$ cat src/rtl/dct_frame_ctrl.sv
// Frame sequencer for the 2D-DCT datapath: walks a 512x512 image in 8x8 block order,
// streams row-words into the DCT core and writes its results back to the same addresses.
module dct_frame_ctrl #(
  parameter int ADDR_W     = 15,
  parameter int ROW_WORDS  = 64,
  parameter int BLK_ROWS   = 64,
  parameter int FIFO_DEPTH = 2
) (
  input  logic              clk,
  input  logic              reset,
  input  logic              start,
  output logic              busy,
  output logic              done,
  output logic              in_en,
  output logic [ADDR_W-1:0] in_addr,
  input  logic [63:0]       in_rdata,
  output logic              dct_in_valid,
  output logic [63:0]       dct_in_data,
  input  logic              dct_in_ready,
  input  logic              dct_out_valid,
  input  logic [63:0]       dct_out_data,
  output logic              dct_out_ready,
  output logic              out_en,
  output logic              out_we,
  output logic [ADDR_W-1:0] out_addr,
  output logic [63:0]       out_wdata
);

  localparam int BX_W = $clog2(ROW_WORDS);
  localparam int BY_W = $clog2(BLK_ROWS);
  localparam logic [BX_W-1:0] BX_LAST = BX_W'(ROW_WORDS - 1);
  localparam logic [BY_W-1:0] BY_LAST = BY_W'(BLK_ROWS - 1);

  typedef enum logic [1:0] {IDLE, RUN, DRAIN, DONE} state_t;

  state_t          state;
  logic [2:0]      rd_r, wr_r;
  logic [BX_W-1:0] rd_bx, wr_bx;
  logic [BY_W-1:0] rd_by, wr_by;

  logic            inflight;
  logic [1:0]      count;
  logic            wptr, rptr;
  logic [63:0]     fifo_mem [FIFO_DEPTH];

  logic            pop;
  logic [2:0]      occ_after;
  logic            rd_last, wr_last;

  function automatic logic [ADDR_W-1:0] addr_of(input logic [BY_W-1:0] by,
                                                input logic [2:0]      r,
                                                input logic [BX_W-1:0] bx);
    return ADDR_W'((32'(by) * 32'd8 + 32'(r)) * 32'(ROW_WORDS) + 32'(bx));
  endfunction

  assign dct_in_valid  = (count != 2'd0);
  assign dct_in_data   = fifo_mem[rptr];
  assign pop           = dct_in_valid & dct_in_ready;

  // Occupancy after this cycle's pop plus the read already in flight; a new read must fit.
  assign occ_after     = {1'b0, count} + {2'b0, inflight} - {2'b0, pop};
  assign in_en         = (state == RUN) && (occ_after < 3'(FIFO_DEPTH));
  assign in_addr       = addr_of(rd_by, rd_r, rd_bx);

  assign dct_out_ready = busy;
  assign out_en        = dct_out_valid & busy;
  assign out_we        = out_en;
  assign out_addr      = addr_of(wr_by, wr_r, wr_bx);
  assign out_wdata     = out_en ? dct_out_data : 64'd0;

  assign rd_last = (rd_r == 3'd7) && (rd_bx == BX_LAST) && (rd_by == BY_LAST);
  assign wr_last = (wr_r == 3'd7) && (wr_bx == BX_LAST) && (wr_by == BY_LAST);

  always_ff @(posedge clk or negedge reset) begin
    if (!reset) begin
      inflight <= 1'b0;
      count    <= 2'd0;
      wptr     <= 1'b0;
      rptr     <= 1'b0;
      for (int i = 0; i < FIFO_DEPTH; i++) fifo_mem[i] <= 64'd0;
    end else begin
      inflight <= in_en;
      if (inflight) begin
        fifo_mem[wptr] <= in_rdata;
        wptr           <= ~wptr;
      end
      if (pop) rptr <= ~rptr;
      count <= count + {1'b0, inflight} - {1'b0, pop};
    end
  end

  always_ff @(posedge clk or negedge reset) begin
    if (!reset) begin
      state <= IDLE;
      busy  <= 1'b0;
      done  <= 1'b0;
      rd_r  <= 3'd0;
      rd_bx <= '0;
      rd_by <= '0;
      wr_r  <= 3'd0;
      wr_bx <= '0;
      wr_by <= '0;
    end else begin
      case (state)
        IDLE: begin
          if (start) begin
            state <= RUN;
            busy  <= 1'b1;
            rd_r  <= 3'd0;
            rd_bx <= '0;
            rd_by <= '0;
            wr_r  <= 3'd0;
            wr_bx <= '0;
            wr_by <= '0;
          end
        end
        RUN: begin
          // The last read freezes the read counters instead of wrapping them.
          if (in_en) begin
            if (rd_last) begin
              state <= DRAIN;
            end else if (rd_r == 3'd7) begin
              rd_r <= 3'd0;
              if (rd_bx == BX_LAST) begin
                rd_bx <= '0;
                rd_by <= rd_by + BY_W'(1);
              end else begin
                rd_bx <= rd_bx + BX_W'(1);
              end
            end else begin
              rd_r <= rd_r + 3'd1;
            end
          end
        end
        DRAIN: ;
        DONE: begin
          state <= IDLE;
          done  <= 1'b0;
        end
        default: state <= IDLE;
      endcase

      if (out_en) begin
        if (wr_last) begin
          state <= DONE;
          busy  <= 1'b0;
          done  <= 1'b1;
        end else if (wr_r == 3'd7) begin
          wr_r <= 3'd0;
          if (wr_bx == BX_LAST) begin
            wr_bx <= '0;
            wr_by <= wr_by + BY_W'(1);
          end else begin
            wr_bx <= wr_bx + BX_W'(1);
          end
        end else begin
          wr_r <= wr_r + 3'd1;
        end
      end
    end
  end

endmodule

$ cat config.mk
export PLATFORM = sky130hd
export DESIGN_NAME = dct_frame_ctrl
export DESIGN_NICKNAME = d
export VERILOG_FILES = /design/src/rtl/dct_frame_ctrl.sv
export SDC_FILE = /design/constraint.sdc
export NUM_CORES = 1
export LEC_CHECK = 0
export CORE_MARGIN = 1.5
export CORE_UTILIZATION = 45
export DETAILED_ROUTE_END_ITERATION = 12
export PLACE_DENSITY_LB_ADDON = 0.25
export SLEW_MARGIN = 0
export SYNTH_ARGS = -nofsm -noshare
export SYNTH_HDL_FRONTEND = slang
export SYNTH_SLANG_ARGS = --single-unit
$ cat constraint.sdc
create_clock -name clk -period 3.3 [get_ports clk]
set_input_delay 0.66 -clock clk [delete_from_list [all_inputs] [get_ports clk]]
set_output_delay 0.66 -clock clk [all_outputs]
set_load 0.02 [all_outputs]
==> results of run 1 <==
[sequential cells by signal, summed over array words and instances, names as in the netlist]
| register | count |
|---|---|
| rd_by | 6 |
| state | 2 |
| done | 1 |
| rd_r | 3 |
| wr_by | 6 |
| wptr | 1 |
| busy | 1 |
| wr_bx | 6 |
| inflight | 1 |
| count | 2 |
| rd_bx | 6 |
| fifo_mem | 128 |
| rptr | 1 |
| wr_r | 3 |
[per-layer routing]
layer	GRT usage, %	vias to the layer above
li1	-	2908
met1	34.8	3101
met2	37.2	184
met3	6.56	23
met4	4.67	0
met5	0	-
[final timing paths]
check	end	slack, ns	depth (start not counted)
worst min-delay path	fifo_mem[75]$_DFFE_PN0P_	0.18	1
worst min register to register	fifo_mem[50]$_DFFE_PN0P_	0.50	1
worst max-delay path	in_en	0.11	11
worst max register to register	rd_by[5]$_DFFE_PN0P_	0.37	13
max in group asynchronous	fifo_mem[46]$_DFFE_PN0P_	2.35	2
min in group clk	fifo_mem[50]$_DFFE_PN0P_	0.50	1
[where the power goes]
group          internal (uW)  switching (uW)  leakage [uW]
registers               2150             111       0.00213
clock network           1190             826      0.000289
logic                   1170             992       0.00304
total                   4510            1930       0.00546
[synth_stat cells, types with 3 or more instances]
library cell  instances
a31o_2                3
ha_1                 10
dfrtp_1             167
nand2_1              32
inv_1                12
o31ai_1               5
or3_1                 6
clkbuf_1             34
xor2_1                3
a21oi_1               8
nand3_1              13
o21ai_1              10
buf_4                 4
nor2_1               13
or4_1                 3
o21ai_0              11
mux2_2              193
nor3_1                4
and3_1               67
[cell families after synthesis]
| kind of cell | share of synthesized area, % |
|---|---|
| multiplexers | 27.5 |
| flip-flops | 52.5 |
| AND/OR/NAND/NOR | 10.9 |
| AO/OA/AOI/OAI | 4.26 |
| buffers and inverters | 2.59 |
| adder cells (fa/ha/maj) | 1.82 |
| XOR/XNOR | 0.440 |
[worst register-to-register path: stages (launching register included)]
cell,delay (ns)
dfrtp_1,0.38
or2_4,0.25
and2_4,0.17
ha_4,0.20
inv_1,0.05
ha_2,0.16
inv_2,0.04
fa_2,0.39
xnor2_2,0.18
buf_4,0.14
a31o_1,0.15
o211ai_2,0.08
or4_1,0.50
a21oi_1,0.15
[stage by stage]
stage	area, um^2	std cells
2_1_floorplan	7960	634
3_3_place_gp	11300	1145
3_5_place_dp	11300	1145
4_1_cts	11900	1177
5_1_grt	12000	1179
6_report	12000	1179
[timing repair]
action,4_1_cts,5_1_grt
pin swaps,1,4
hold buffers,0,0
buffers inserted,0,2
endpoints found under the hold margin,0,0
setup endpoints to repair,1,1
resized for setup,6,8
[layout make-up]
type	instances	area share [%]
Clock inverter	11	1.15
Inverter	13	0.407
Clock buffer	21	3.93
Sequential cell	167	34.9
Tap cell	225	2.35
Timing Repair Buffer	326	27.1
Multi-Input combinational cell	416	30.2
==> impl_metrics.tcl, run 1 <==
set metrics [dict create \
    status "finished clean" \
    critPathLaunchType "flip-flop" \
    timing.rr.start "count[1]$_DFF_PN0_" \
    fmax_mhz 314 \
    hold_viol_final 0 \
    yosysSeqAreaShare_pct 52.5 \
    cpPeakStageDelay_ns 0.39 \
    viasPerCell 5.27 \
    die_h_um 136 \
    h-tree-depth 4 \
    fin_crit_ns 3.19 \
    synthToLayoutAreaGrowth_pct 50.5 \
    path_delay_family "adder cells" \
    netlist.top_cell.by_area "dfrtp_1" \
    numPortBuffers 297 \
    synthTopCellsByArea "dfrtp_1 (52%), mux2_2 (27%), and3_1 (5.3%)" \
    worst_slew_pin_slew_ns 0.628 \
    hp-class "in -> async" \
    coreArea_um2 17300 \
    vias 6216 \
    layout_commonest_cell "clkdlybuf4s50_1" \
    power-per-cell-area_nw_per_um2 537 \
    dieArea_um2 18500 \
    clock_skew_ns 0.00825 \
    synthArstFlopShare_pct 100 \
    cts_buffer_depth 2 \
    path_clk_slew_ns 0.06 \
    top_layer "met4" \
    drv_slew 0 \
    grt_overflow_total 0 \
    synth_edf_count 0 \
    syn_nets 778 \
    final_util_pct 69.3 \
    gp_congestion 0.883 \
    register_area_um2 4180 \
    worst_ep_required_time_ns 2.64 \
    slew_headroom_pct 58.0 \
    worstPathMaxFanout 2 \
    cts_root_buf "clkbuf_16" \
    final_net_count 1085 \
    tritoncts "built" \
    grt_max_degree 77 \
    drt-pass1-iter-count 4 \
    n_antenna_cell 0 \
    fin_tns_setup_ns 0 \
    drive_above_1_share_pct 29.0 \
    criticalPathCategory "reg -> out" \
    worst_slack_ns 0.113 \
    multiInputGateArea_um2 3620 \
    path_cells "or2_4, and2_4, ha_4, inv_1, ha_2, inv_2, fa_2, xnor2_2, nand3_2, inv_2, buf_6" \
    synth-main-ff-cell "dfrtp_1" \
    worst_ir_drop_vdd_v 0.000488 \
    dp_hpwl_mm 15.6 \
    finalSetupViolCount 0 \
    fp.dieW_um 136 \
    dr_wl_met2_mm 10.2 \
    crit_path_frequent_cell "inv_2" \
    start_util_pct 46.0 \
    end_kind "output port" \
    drv_cap 0 \
    grt_antenna_before_repair 0 \
    io_pins 298 \
    synth_area_per_cell_um2 12.6 \
    fin_crit_sh_pct 96.6 \
    timing.hold.ws_ns 0.181 \
    met3WireLength_mm 1.41 \
    syn_area_um2 7960 \
    totalPowerFinal_uw 6440 \
    ys_ff_latch 167 \
    grt_usage_pct 24.3 \
    insertion_delay_ns 0.42 \
    cpMaxStageDelayCell "fa_2" \
    grt_pass1_wl_mm 34.8 \
    rows 48 \
    dr.first_iter.drc_count 289 \
    arrival_ns 2.53 \
    layout_common_cells "clkdlybuf4s50_1 (294), mux2_2 (193), dfrtp_1 (166), and3_1 (67), nand2_1 (31)" \
    fillers 1274 \
    crit_start "count[1]$_DFF_PN0_" \
    cts_buffers 17 \
    cts_sinks 167 \
    ant_nets 0 \
    power_leakage_uw 0.00546 \
    synth_top_area_share_pct 52.5 \
    met1_length_mm 10.2 \
    synth_cell_types 48 \
    totalWireLength_mm 22.0 \
    postSynthCellCount 634 \
    yosys_warnings 0 \
    drc 0 \
    routedWlPerCell_um 18.7 \
    dp_slack_ns -0.447 \
    critPathBufInv 4 \
    grt_pass1_vias 6338 \
]
Power figures use the tool's default switching activity.
==> inputs of run 2 (changes only) <==
- CORE_UTILIZATION: 45 -> 48
- PLACE_DENSITY: unset -> 0.86
- PLACE_DENSITY_LB_ADDON: 0.25 -> unset
- clock period: 3.3 -> 4.1 ns (I/O delays scaled with it)
==> impl_metrics.tcl, run 2 (synthesized netlist as in run 1, its figures left out) <==
set metrics [dict create \
    end_kind "output port" \
    critPathLaunchType "input pin" \
    dieArea_um2 17400 \
    ctsHoldBuffers 0 \
    gp_congestion 0.835 \
    fin_crit_ns 3.85 \
    io_pins 298 \
    coreArea_um2 16100 \
    cpPeakStageDelay_ns 0.45 \
    start_util_pct 49.6 \
    grt_max_degree 80 \
    drc 0 \
    drv_slew 0 \
    crit_start "dct_in_ready" \
    finalSetupViolCount 0 \
    path_cells "clkdlybuf4s50_1, and2_1, ha_1, inv_1, ha_1, inv_1, fa_1, xnor2_1, nand3_2, inv_2, dlygate4sd2_1" \
    power_leakage_uw 0.00540 \
    worst_slack_ns 0.246 \
    grt_overflow_total 0 \
    fin_crit_sh_pct 94.0 \
    largest-register "fifo_mem" \
    dp_slack_ns -0.0316 \
    dr.first_iter.drc_count 218 \
    cts_buffer_depth 2 \
    final_net_count 1068 \
    criticalPathCategory "in -> out" \
    placedCellCount 1121 \
    layoutNonFillerInstCount 1152 \
    h-tree-depth 4 \
    drt-pass1-iter-count 4 \
    fmax_mhz 259 \
    grt_pass1_wl_mm 34.2 \
    largest_reg_flops 128 \
    arrival_ns 3.03 \
    routedWlPerCell_um 18.3 \
    power-per-cell-area_nw_per_um2 447 \
    viasPerCell 5.25 \
    drive_above_1_share_pct 27.0 \
    cts_buffers 17 \
    hold_viol_final 0 \
    layout_common_cells "clkdlybuf4s50_1 (295), mux2_2 (193), dfrtp_1 (166), and3_1 (67), nand2_1 (31)" \
    timing.rr.start "count[1]$_DFF_PN0_" \
    path_clk_slew_ns 0.07 \
    fp.dieW_um 132 \
    totalWireLength_mm 21.0 \
    synthToLayoutAreaGrowth_pct 49.0 \
    clock_skew_ns 0.00856 \
    layout_commonest_cell "clkdlybuf4s50_1" \
    cts_sinks 167 \
    hp-class "in -> async" \
    ant_nets 0 \
    multiInputGateArea_um2 3590 \
    worst_ir_drop_vdd_v 0.000349 \
    die_h_um 132 \
    insertion_delay_ns 0.42 \
    tritoncts "built" \
    rsz0062_at_grt "no" \
    cts_root_buf "clkbuf_16" \
    drv_cap 0 \
    grt_pass1_vias 6413 \
    dp_hpwl_mm 14.7 \
    numPortBuffers 297 \
    grt_antenna_before_repair 0 \
    fillers 1085 \
    n_antenna_cell 0 \
    grt_usage_pct 24.7 \
    rows 46 \
    cpMaxStageDelayCell "clkdlybuf4s50_1" \
    status "finished clean" \
    final_util_pct 73.9 \
    post_cts_resized 1 \
    post-cts-setup-buffers 0 \
    register_area_um2 4180 \
    worst_slew_pin_slew_ns 0.728 \
    worstPathMaxFanout 2 \
    slew_headroom_pct 51.3 \
    vias 6049 \
    worst_ep_required_time_ns 3.28 \
]
## run 2: cell types whose count changed in the layout (fill, tap and decap cells not counted), moves of 2 or more
cell | before | now
ha_1 | 8 | 10
buf_4 | 25 | 10
clkbuf_8 | 3 | 1
clkinv_2 | 0 | 2
bufinv_16 | 2 | 7
buf_12 | 4 | 2
inv_6 | 3 | 0
## run 2: critical path: cells and delay by family
kind / cells / cell delay (ns)
buffers and inverters: 5 / 0.98
adder cells (fa/ha/maj): 3 / 0.73
XOR/XNOR: 1 / 0.22
AND/OR/NAND/NOR: 2 / 0.27
## run 2: stage by stage
step	setup TNS (ns)	area, um^2	hold slack (ns)	total power (uW)
2_1_floorplan	0	7960	0.463	2690
3_3_place_gp	0	11200	0.461	3460
3_5_place_dp	-0.0316	11200	0.465	3470
4_1_cts	0	11900	0.455	5340
5_1_grt	0	11900	0.472	5500
6_report	0	11900	0.425	5300
## run 2: metal layers
metal,track usage (%),vias to the layer above,wire length [um]
li1,-,2859,-
met1,32.9,3007,9360
met2,40.3,162,10200
met3,6.81,21,1220
met4,5.74,0,240
met5,0,-,0
## run 2: final cells by class
| type | count | share of cell area, % |
|---|---|---|
| Sequential cell | 167 | 35.2 |
| Multi-Input combinational cell | 416 | 30.2 |
| Timing Repair Buffer | 309 | 26.0 |
| Clock buffer | 18 | 3.70 |
| Tap cell | 216 | 2.28 |
| Clock inverter | 13 | 2.12 |
| Inverter | 13 | 0.411 |
## run 2: where the power goes
group	switching (uW)	total [uW]	internal, uW
Combinational	769	1640	869
Clock	644	1860	1220
Sequential	70.4	1800	1730
## run 2: path summary, 6_finish.rpt
| check | endpoint | slack, ns | depth (start not counted) |
|---|---|---|---|
| worst min register to register | done$_DFF_PN0_ | 0.48 | 2 |
| worst max-delay path | in_en | 0.25 | 11 |
| worst min-delay path | fifo_mem[8]$_DFFE_PN0P_ | 0.43 | 1 |
| worst max register to register | rd_by[5]$_DFFE_PN0P_ | 0.85 | 12 |
| min in group clk | done$_DFF_PN0_ | 0.48 | 2 |
| max in group asynchronous | fifo_mem[49]$_DFFE_PN0P_ | 2.76 | 2 |
==> inputs of run 3 (changes only) <==
--- a/config.mk
+++ b/config.mk
@@ -15 +15,2 @@
 export SYNTH_SLANG_ARGS = --single-unit
+export TNS_END_PERCENT = 1
==> constraint.sdc (replaced) <==
create_clock -name clk -period 4.1 [get_ports clk]
set_input_delay 0.615 -clock clk [delete_from_list [all_inputs] [get_ports clk]]
set_output_delay 0.615 -clock clk [all_outputs]
set_load 0.02 [all_outputs]
==> impl_metrics.tcl, run 3 (synthesized netlist as in run 1, its figures left out) <==
set metrics [dict create \
    status "finished clean" \
    tritoncts "built" \
    path_delay_family "adder cells" \
    insertion_delay_ns 0.42 \
    numPortBuffers 297 \
    ant_nets 0 \
    rsz0062_at_grt "no" \
    ctsHoldBuffers 0 \
    dr.first_iter.drc_count 272 \
    layout_common_cells "clkdlybuf4s50_1 (295), mux2_2 (193), dfrtp_1 (166), and3_1 (67), nand2_1 (31)" \
    critPathBufInv 4 \
    grt_usage_pct 24.9 \
    arrival_ns 2.98 \
    clock_skew_ns 0.00995 \
    p_clk_share_pct 34.3 \
    layout_commonest_cell "clkdlybuf4s50_1" \
    drt-pass1-iter-count 4 \
    grt_max_degree 108 \
    cts_buffer_depth 2 \
    grt_pass1_wl_mm 34.4 \
    drv_cap 0 \
    io_pins 298 \
    grt_antenna_before_repair 0 \
    path_clk_slew_ns 0.06 \
    cpPeakStageDelay_ns 0.42 \
    grt_pass1_vias 6322 \
    p_sw_share_pct 28.6 \
    routedWlPerCell_um 18.4 \
    synthToLayoutAreaGrowth_pct 48.5 \
    drv_slew 0 \
    drive_above_1_share_pct 26.7 \
    largest_reg_flops 128 \
    cpMaxStageDelayCell "dfrtp_1" \
    worst_slew_pin_slew_ns 0.963 \
    vias 5995 \
    coreArea_um2 16100 \
    fin_area_um2 11800 \
    grt_overflow_total 0 \
    hold_viol_final 0 \
    totalWireLength_mm 21.1 \
    fin_tns_setup_ns 0 \
    largest-register "fifo_mem" \
    power-per-cell-area_nw_per_um2 444 \
    end_kind "output port" \
    hp-class "in -> async" \
    die_h_um 132 \
    h-tree-depth 4 \
    p_switching_uw 1500 \
    drc 0 \
    slew_headroom_pct 35.8 \
    power_leakage_uw 0.00540 \
    place_area_um2 11100 \
    final_net_count 1064 \
    internal-power_uw 3740 \
    n_antenna_cell 0 \
    worstPathMaxFanout 5 \
    criticalPathCategory "reg -> out" \
    fin_crit_sh_pct 87.6 \
    fin_crit_ns 3.59 \
    dieArea_um2 17400 \
    fmax_mhz 278 \
    rows 46 \
    cts_root_buf "clkbuf_16" \
    gp_congestion 0.853 \
    cts_sinks 167 \
    sequentialPowerShare_pct 34.9 \
    viasPerCell 5.22 \
    critPathLaunchType "flip-flop" \
    worst_ir_drop_vdd_v 0.000319 \
    dp_hpwl_mm 14.6 \
    worst_ep_required_time_ns 3.48 \
    start_util_pct 49.6 \
    finalSetupViolCount 0 \
    pwr-share-comb_pct 30.8 \
    path_cells "or2_2, and2_1, ha_1, inv_1, ha_1, inv_1, fa_1, xnor2_1, nand3_2, inv_2, dlymetal6s2s_1" \
    fp.dieW_um 132 \
    cts_buffers 17 \
]
-- run 3: path summary, 6_finish.rpt --
| kind | cells after the start | endpoint | from | slack, ns |
|---|---|---|---|---|
| min reg2reg | 2 | done$_DFF_PN0_ | done$_DFF_PN0_ | 0.47 |
| max reg2reg | 12 | rd_by[5]$_DFFE_PN0P_ | count[1]$_DFF_PN0_ | 0.88 |
| min | 1 | fifo_mem[72]$_DFFE_PN0P_ | reset | 0.33 |
| max | 11 | in_en | count[1]$_DFF_PN0_ | 0.51 |
| max in group asynchronous | 2 | fifo_mem[46]$_DFFE_PN0P_ | reset | 2.91 |
| min in group clk | 2 | done$_DFF_PN0_ | done$_DFF_PN0_ | 0.47 |
-- run 3: per-layer routing --
| layer | routed length, um | global-route usage (%) |
|---|---|---|
| met2 | 9990 | 39.1 |
| met5 | 0 | 0 |
| met3 | 1360 | 6.73 |
| met4 | 346 | 7.35 |
| met1 | 9420 | 34.0 |
-- run 3: worst reg2reg max path: cells and delay by family (launching register included) --
family | cells | cell delay (ns)
AO/OA/AOI/OAI | 3 | 0.58
buffers and inverters | 2 | 0.11
flip-flops | 1 | 0.42
adder cells (fa/ha/maj) | 3 | 0.77
XOR/XNOR | 1 | 0.24
AND/OR/NAND/NOR | 3 | 1.05
-- run 3: power groups by stage --
stage / sequential [uW] / combinational [uW] / clock (uW)
CTS: 1830 / 1630 / 1840
floorplan: 1850 / 839 / 0
detailed placement: 1860 / 1610 / 0
global route: 1840 / 1710 / 1900
global placement: 1850 / 1600 / 0
finish: 1830 / 1620 / 1800
-- run 3: what timing repair did --
item                                    in CTS  in global routing
gates resized for setup                      0                  1
endpoints found under the setup margin       0                  1
buffers inserted                             0                  0
-- run 3: cell type report --
cell class / instances / area [um^2]
Sequential cell: 167 / 4180
Inverter: 13 / 48.8
Multi-Input combinational cell: 416 / 3590
Fill cell: 1051 / 4240
Clock inverter: 10 / 190
Timing Repair Buffer: 305 / 3060
Clock buffer: 22 / 484
Tap cell: 216 / 270
-- run 3: through the flow --
step	setup WS, ns	total power [uW]	utilization, %	std cells	hold slack (ns)
floorplan	1.04	2690	-	634	0.319
global placement	0.309	3450	69.4	1117	0.458
detailed placement	0.283	3460	69.4	1117	0.462
CTS	0.102	5290	73.6	1149	0.364
global route	0.302	5450	73.6	1149	0.423
finish	0.507	5240	73.6	1149	0.325
==> patch: new RTL, settings of run 1 <==
Make the reset (`reset`) synchronous in 2 clocked blocks.
--- a/src/rtl/dct_frame_ctrl.sv
+++ b/src/rtl/dct_frame_ctrl.sv
@@ -73,3 +73,3 @@
 
-  always_ff @(posedge clk or negedge reset) begin
+  always_ff @(posedge clk) begin
     if (!reset) begin
@@ -91,3 +91,3 @@
 
-  always_ff @(posedge clk or negedge reset) begin
+  always_ff @(posedge clk) begin
     if (!reset) begin
Function: differs if reset is asserted again (counterexample within 4 cycles, from zero or initial values and one cycle with reset low); with reset held inactive, the same outputs for 4 cycles.
==> patch against run 1 <==
  * Utilization shrank 0.074 points
  * Cell area rose by 0.24%
  * Wire length about the same
  * Sequential share of layout area rose by 3.8 points
  * Hold slack gained 320 ps
  * Area after synthesis increased by 1.0%
  * Total power is 11% higher
  * Count of clock-buffer cells in the layout down 3
  * Worst setup slack worse by 35 ps
  * Highest routed layer is now met5
  * Via count decreased by 0.26%
  * Register-to-register slack got worse by 260 ps
  * Sequential cell count up 1
==> patch: results (changes against run 1) <==
stage,metric,value,unit,change
logic_synthesis,Most used DFF post-synth,edfxtp_1,,
logic_synthesis,syn_nets,811,,+4.2%
sta,max_slew headroom,29.9,%,-28 points
detailed_routing,Via density,5.16,,-2.2%
logic_synthesis,most instantiated cells after synthesis,"and2_1 (130), edfxtp_1 (128), and3_1 (67)",,
outcome,outcome,"finished, final reports clean",,
critical_path,"Arr. time, crit path",2560,ps,+30 ps
placement,Post-Place Setup Slack,-435,ps,+12.6 ps
power,switching part of the total power,29.4,%,-0.57 points
placement,placed cell count,1161,,+1.4%
placement,gp weighted congestion,0.881,,-0.17%
logic_synthesis,Synth area leaders,"edfxtp_1 (48%), and2_1 (10%), dfxtp_1 (10%)",,
placement,Post-DP HPWL,15500,um,-1.2%
global_route,global-route wire length before repair,32600,um,-6.3%
global_route,vias in the first global route,6091,,-3.9%
logic_synthesis,Syn Inst Count,667,,+5.2%
hold_path,Min-Delay Path Class,reg -> reg,,
placement,Placement Cell Area,11300,sq um,about the same
global_route,pin count of the biggest net entering global routing,71,,-7.8%
power,Pwr Density,593,nW/um^2,+10%
logic_synthesis,fraction of registers with async set/reset,0,%,-100 points
power,Comb power frac,34.2,%,+0.6 points
critical_path,worst r2r src,count[0]$_SDFF_PN0_,,
logic_synthesis,post-synthesis sequential area ratio,57.7,%,+5.3 points
detailed_routing,vias,6200,,-0.26%
finish,layout cells sized above 1,15.6,%,-13 points
global_route,GRT Total Usage,23.4,%,-0.88 points
clock_tree,"Clk pin slew, worst setup/hold paths",70,ps,
power,clock power share,28.8,%,-2.5 points
detailed_routing,Wirelength per Cell,18.3,um,-1.8%
critical_path,crit-path max cell delay,570,ps,+180 ps
logic_synthesis,post-synthesis cell type count,57,,+19%
power,Leak Pwr,4.66,nW,-15%
detailed_routing,Starting DRT DRC Count,297,,+2.8%
power,peak supply drop,0.556,mV,+14%
critical_path,CP Launch Point,dct_in_ready,,
patch: cell count changes after synthesis, moves of 8 or more:
cell,before,now
and2_1,1,130
dfrtp_1,167,0
dfxtp_1,0,40
edfxtp_1,0,128
mux2_2,193,64
nand3_1,13,22
nor2_1,13,26
o21ai_1,10,2
patch: final cells by class:
| type | count | area (sq um) |
|---|---|---|
| clock buffer | 18 | 429 |
| fill | 1284 | 5350 |
| clock inverter | 14 | 184 |
| sequential | 168 | 4650 |
| tap | 225 | 282 |
| antenna | 3 | 7.51 |
| multi-input combinational | 448 | 3250 |
| timing repair buffer | 319 | 3180 |
| inverter | 7 | 26.3 |
patch: what timing repair did:
action / in CTS / in global routing
gates resized for setup: 6 / 7
setup buffers: 7 / 0
hold buffers: 0 / 0
setup endpoints to repair: 1 / 12
pin swaps: 2 / 4
endpoints found under the hold margin: 0 / 0
patch: routing by layer:
metal | wire length (um) | global-route usage [%]
met5 | 13 | 0
met4 | 459 | 8.22
met1 | 8400 | 26.2
met2 | 11500 | 41.8
met3 | 1700 | 7.41
patch: logic make-up after synthesis:
family,count (synthesis),synth area share (%)
buffers and inverters,51,2.55
muxes,69,9.64
and+or+nand+nor,311,22.5
xor gates and xnor gates,7,0.762
adders and majority gates,11,1.80
AOI/OAI and AO/OA,50,5.01
DFF,168,57.7
patch: worst paths after layout:
path                                              end  slack, ps  cells past startpoint
worst max-delay path                            in_en         80                     10
worst min-delay path            rd_bx[4]$_SDFFE_PN0P_        500                      2
worst max register to register    state[0]$_SDFF_PN0_        110                     15
worst min register to register  rd_bx[4]$_SDFFE_PN0P_        500                      2
patch: worst max-delay path, delay by kind of cell:
family	cells	cell delay, ps
and+or+nand+nor	2	230
adders and majority gates	3	920
buffers and inverters	5	740
